## src/rtl/sum_nregs_pipe.sv

```systemverilog
// sum_nregs_pipe: pipelined N-input adder tree plus a multi-beat accumulator closed by in_last.
// Latency: a last beat accepted in cycle T gives out_valid in cycle T+LEVELS+1; throughput 1 beat/cycle.
// Backpressure: the whole pipeline freezes while out_valid & ~out_ready; in_ready = ~stall.
// Optional build macro SUM_NREGS_PIPE_SAT_EN: saturating accumulation instead of modulo wrap.
module sum_nregs_pipe #(
  parameter int DATA_WIDTH = 16,
  parameter int NUM_INPUTS = 3,
  parameter int SIGNED     = 0,
  parameter int ACC_BITS   = 4,
  localparam int LEVELS    = $clog2(NUM_INPUTS),
  localparam int OUT_WIDTH = DATA_WIDTH + LEVELS + ACC_BITS
) (
  input  logic                             clk,
  input  logic                             rst,
  input  logic [NUM_INPUTS*DATA_WIDTH-1:0] in_data,
  input  logic                             in_valid,
  input  logic                             in_last,
  output logic                             in_ready,
  output logic [OUT_WIDTH-1:0]             out_data,
  output logic                             out_valid,
  input  logic                             out_ready
);

  localparam int EXT = OUT_WIDTH - DATA_WIDTH;

  logic                 stall;
  logic [OUT_WIDTH-1:0] tree_out;
  logic                 tree_vld;
  logic                 tree_lst;
  logic [OUT_WIDTH-1:0] acc;
  logic                 first;
  logic [OUT_WIDTH-1:0] base;
  logic [OUT_WIDTH-1:0] sum;

  // An unconsumed result blocks everything upstream, so nothing can be lost.
  assign stall    = out_valid & ~out_ready;
  assign in_ready = ~stall;

  // Level k holds ceil(NUM_INPUTS / 2^k) partial sums; level 0 is the accepted
  // input itself, every later level is a register stage with its own valid/last.
  for (genvar k = 0; k <= LEVELS; k++) begin : g_lvl
    localparam int CNT = (NUM_INPUTS + (1 << k) - 1) >> k;

    logic [CNT*OUT_WIDTH-1:0] node;
    logic                     vld;
    logic                     lst;

    if (k == 0) begin : g_in
      assign vld = in_valid & in_ready;
      assign lst = in_last & vld;
      for (genvar j = 0; j < CNT; j++) begin : g_ext
        logic [DATA_WIDTH-1:0] op;
        assign op = in_data[j*DATA_WIDTH +: DATA_WIDTH];
        if (SIGNED != 0) begin : g_sx
          assign node[j*OUT_WIDTH +: OUT_WIDTH] = {{EXT{op[DATA_WIDTH-1]}}, op};
        end else begin : g_zx
          assign node[j*OUT_WIDTH +: OUT_WIDTH] = {{EXT{1'b0}}, op};
        end
      end
    end else begin : g_stage
      localparam int PCNT = (NUM_INPUTS + (1 << (k - 1)) - 1) >> (k - 1);

      logic [CNT*OUT_WIDTH-1:0] pair_sum;

      for (genvar j = 0; j < CNT; j++) begin : g_pair
        if (2 * j + 1 < PCNT) begin : g_add
          assign pair_sum[j*OUT_WIDTH +: OUT_WIDTH] =
            g_lvl[k-1].node[(2*j)*OUT_WIDTH +: OUT_WIDTH] +
            g_lvl[k-1].node[(2*j+1)*OUT_WIDTH +: OUT_WIDTH];
        end else begin : g_pass
          // Odd element out at this level rides through unchanged.
          assign pair_sum[j*OUT_WIDTH +: OUT_WIDTH] =
            g_lvl[k-1].node[(2*j)*OUT_WIDTH +: OUT_WIDTH];
        end
      end

      // Tree stage register: advances data, valid and last together unless stalled.
      always_ff @(posedge clk or posedge rst) begin
        if (rst) begin
          node <= '0;
          vld  <= 1'b0;
          lst  <= 1'b0;
        end else if (!stall) begin
          node <= pair_sum;
          vld  <= g_lvl[k-1].vld;
          lst  <= g_lvl[k-1].lst;
        end
      end
    end
  end

  assign tree_out = g_lvl[LEVELS].node;
  assign tree_vld = g_lvl[LEVELS].vld;
  assign tree_lst = g_lvl[LEVELS].lst;

  // First beat of a group starts from zero rather than the stale accumulator.
  assign base = first ? '0 : acc;

`ifdef SUM_NREGS_PIPE_SAT_EN
  logic [OUT_WIDTH:0] wide;

  // Saturating add: one extra bit exposes overflow, which clamps to the range limit.
  always_comb begin
    wide = '0;
    sum  = '0;
    if (SIGNED != 0) begin
      wide = {base[OUT_WIDTH-1], base} + {tree_out[OUT_WIDTH-1], tree_out};
      if (wide[OUT_WIDTH] != wide[OUT_WIDTH-1]) begin
        sum = wide[OUT_WIDTH] ? {1'b1, {(OUT_WIDTH-1){1'b0}}}
                              : {1'b0, {(OUT_WIDTH-1){1'b1}}};
      end else begin
        sum = wide[OUT_WIDTH-1:0];
      end
    end else begin
      wide = {1'b0, base} + {1'b0, tree_out};
      sum  = wide[OUT_WIDTH] ? '1 : wide[OUT_WIDTH-1:0];
    end
  end
`else
  assign sum = base + tree_out;
`endif

  // Accumulator and output register: a last beat publishes the group sum and
  // re-arms the accumulator; a consumed output with no replacement drops valid.
  always_ff @(posedge clk or posedge rst) begin
    if (rst) begin
      acc       <= '0;
      first     <= 1'b1;
      out_data  <= '0;
      out_valid <= 1'b0;
    end else if (!stall) begin
      if (tree_vld && tree_lst) begin
        out_data  <= sum;
        out_valid <= 1'b1;
        acc       <= '0;
        first     <= 1'b1;
      end else begin
        out_valid <= 1'b0;
        if (tree_vld) begin
          acc   <= sum;
          first <= 1'b0;
        end
      end
    end
  end

endmodule

```

## config.mk

```make
export PLATFORM = sky130hd
export DESIGN_NAME = sum_nregs_pipe
export DESIGN_NICKNAME = d
export VERILOG_FILES = /design/src/rtl/sum_nregs_pipe.sv
export SDC_FILE = /design/constraint.sdc
export NUM_CORES = 1
export LEC_CHECK = 0
export CORE_ASPECT_RATIO = 0.6
export CORE_UTILIZATION = 57
export CTS_CLUSTER_SIZE = 20
export DETAILED_ROUTE_END_ITERATION = 8
export GPL_ROUTABILITY_DRIVEN = 0
export HOLD_SLACK_MARGIN = 0.03
export PLACE_DENSITY = 0.91
export SLEW_MARGIN = 20
export SYNTH_ARGS = -nofsm -noshare
export SYNTH_HDL_FRONTEND = slang
export SYNTH_SLANG_ARGS = --single-unit
```

## constraint.sdc

```tcl
create_clock -name clk -period 3.58 [get_ports clk]
set_clock_uncertainty 0.05 [all_clocks]
set_input_delay 0.358 -clock clk [delete_from_list [all_inputs] [get_ports clk]]
set_output_delay 0.358 -clock clk [all_outputs]
set_load 0.03 [all_outputs]
```

==> run metrics <==
Required @ worst endpoint 3760 ps; Port Buffers 76; Initial Util 0.5925; Cell Chain, Critical Path buf_4 -> nor2b_1 -> ha_1 -> a21oi_1 -> o21ai_0 -> a211oi_2 -> a21oi_1 -> o21ai_0 -> xnor2_1 -> mux2_2; Syn Inst Count 694; Hold Crit Class in -> async; CTS tree done; dominant cells by area after synthesis dfrtp_1 40%, ha_1 9.9%, nand2_1 8.0%; Main synth FF type dfrtp_1; CP Max Fanout 17; Data arrival, critical path 3250 ps; power per cell area 849.7 nW/um^2; RSZ-0062 raised after global routing no; CTS Buf Count 9; n_diodes 0; core area 10670 um^2; vias in the first global route 5510; Die Ht 83.57 um; status finished, final reports clean; clock transition at the registers of the reported paths 70 ps; Async SR Flop Fraction 1.000; Max H-tree Level 3; CP Launch Type flip-flop; fin crit share 0.8570; yosys synthesis warning count 0; EDFF count, synth 0; Vias 5529; Slew headroom 0.2657; clock sink count 101; cell area after synthesis 6321 um^2; DR DRC count 0; Die W 138.0 um; Buf+Inv Stages, Crit Path 1; post-synth top area cell dfrtp_1; first-pass GRT wire length 25580 um; total wire length 15090 um; largest net degree at the start of global routing 68; critical path endpoint category flip-flop; Distinct cells, synth 62; share of cells above drive strength 1 0.07152; Max Cap Viol 0; Area Growth Syn to Fin 19.48%; sequential area share after synthesis 0.4000; Die ar. 11530 um^2; fmax 326.0 MHz; Core Rows 29; Yosys top cell area share 0.3959; Final Hold Viols 0; Total Nets Final 871; Root Buffer clkbuf_16; Peak VDD IR 0.5583 mV; vias per cell 6.089; HPWL Detailed 11000 um; I/O pin total 77; GRT overflow 0; GRT Overall Usage 0.2786; Mapped Nets 800; Max Slew Vio Count 0; Setup Fix Bufs, Post-CTS 0; CP max-delay cell dfstp_2; DR WL/cell 16.62 um; number of gates resized after CTS 0; Cell Count, Final, Fillers Out 908; initial antenna violation count 0; Worst Tran Pin Value 1097 ps; minimum clock period 3068 ps; register bit total from synthesis 101; Setup CP Type reg -> reg; worst skew pair latency 350 ps; DRT iter0 DRCs 461; hold_ws 373.2 ps; dpl cells 893; delay-heaviest family, CP compound AO/OA/AOI/OAI gates; CTS Hold Bufs 0; CP max stage delay 580 ps; Pleak 3.457 nW; post-route ant nets 0; mean area per synthesized cell 9.108 um^2; Pre-Repair DR Iteration Count 5; CTS Buffer Depth 2; final number of setup-violating endpoints 0; Final TNS setup 0 ps
## synth_stat cells, types with 4 or more instances
| cell type | number |
|---|---|
| a21oi_1 | 37 |
| clkbuf_1 | 20 |
| a21boi_0 | 6 |
| xnor2_1 | 24 |
| o21ai_1 | 4 |
| nor3b_1 | 5 |
| o31ai_1 | 10 |
| a211oi_1 | 10 |
| a22o_1 | 13 |
| nand3_1 | 15 |
| nor2b_1 | 23 |
| dfrtp_1 | 100 |
| o21bai_1 | 4 |
| nor3_1 | 7 |
| nor2_1 | 39 |
| a21o_1 | 22 |
| nand2b_1 | 6 |
| xor2_1 | 10 |
| o21ai_0 | 46 |
| inv_1 | 16 |
| a31oi_1 | 9 |
| mux2_2 | 13 |
| or2_2 | 4 |
| ha_1 | 50 |
| o21a_1 | 8 |
| nand2_1 | 134 |
## area by class of cell
type | instances | area (um^2)
inverters | 18 | 70.07
well taps | 139 | 173.9
clock inverters | 5 | 100.1
clock buffers | 10 | 229.0
multi-input cells | 551 | 3630
repair buffers | 84 | 820.8
flip-flops and latches | 101 | 2529
fillers | 740 | 3115
## flip-flops by register name, summed over array words and instances (netlist names)
name / cells
g_lvl.vld: 2
g_lvl.lst: 2
first: 1
acc: 22
g_lvl.node: 51
out_data: 22
out_valid: 1
## path summary, 6_finish.rpt
kind | startpoint | endpoint | slack (ps) | cells past startpoint
setup / recovery | first | out_data[17] | 510 | 10
hold / removal | rst | g_lvl[1].node[0] | 370 | 2
setup reg to reg | first | out_data[17] | 510 | 10
hold reg to reg | g_lvl[1].node[32] | g_lvl[1].node[32] | 430 | 2
max in group asynchronous | rst | g_lvl[1].node[10] | 2300 | 3
min in group clk | g_lvl[1].node[32] | g_lvl[1].node[32] | 430 | 2
## routing by layer
layer / global-route usage / wire length, um / vias to the layer above
met2: 0.4445 / 7101 / 233
met4: 0.08893 / 323 / 0
met5: 0 / 0 / -
met1: 0.3778 / 6722 / 2647
li1: - / - / 2606
met3: 0.05829 / 941 / 43
## report_power, final
group,internal (W),switching [W],leakage [nW],total [W]
Combinational,0.00150,0.00199,2.08,0.00348
Sequential,0.00157,0.000271,1.21,0.00184
Clock,0.000677,0.000418,0.162,0.00110
Total,0.00374,0.00268,3.46,0.00642
## cell usage in the layout, fill, tap and decap left out, types with 10 or more instances in the layout
master and n:
nand3_1 15, nor2_1 39, ha_1 50, a21oi_1 37, o21ai_0 46, dfrtp_1 100
a22o_1 13, nor2b_1 22, xnor2_1 24, a21o_1 22, nand2_1 134, xor2_1 10
inv_1 15, clkdlybuf4s50_1 76, mux2_2 13, a211oi_1 10, o31ai_1 10
## logic make-up after synthesis
family / synth area share
and+or+nand+nor: 0.1778
AOI/OAI and AO/OA: 0.2118
DFF: 0.4000
adders and majority gates: 0.1085
buffers and inverters: 0.02692
xor gates and xnor gates: 0.04711
muxes: 0.02791
## per-stage QoR
stage                     power (W)    util  setup WS, ps  cell area (um^2)
after global placement     0.005043  0.6771         306.3              7223
final                      0.006417  0.7080         512.0              7552
after detailed placement   0.005236  0.6771         227.2              7223
after CTS                  0.006375  0.7080         568.8              7552
after global routing       0.006840  0.7080         338.7              7552
after floorplan            0.004305       -         526.5              6321
Power figures use the tool's default switching activity.
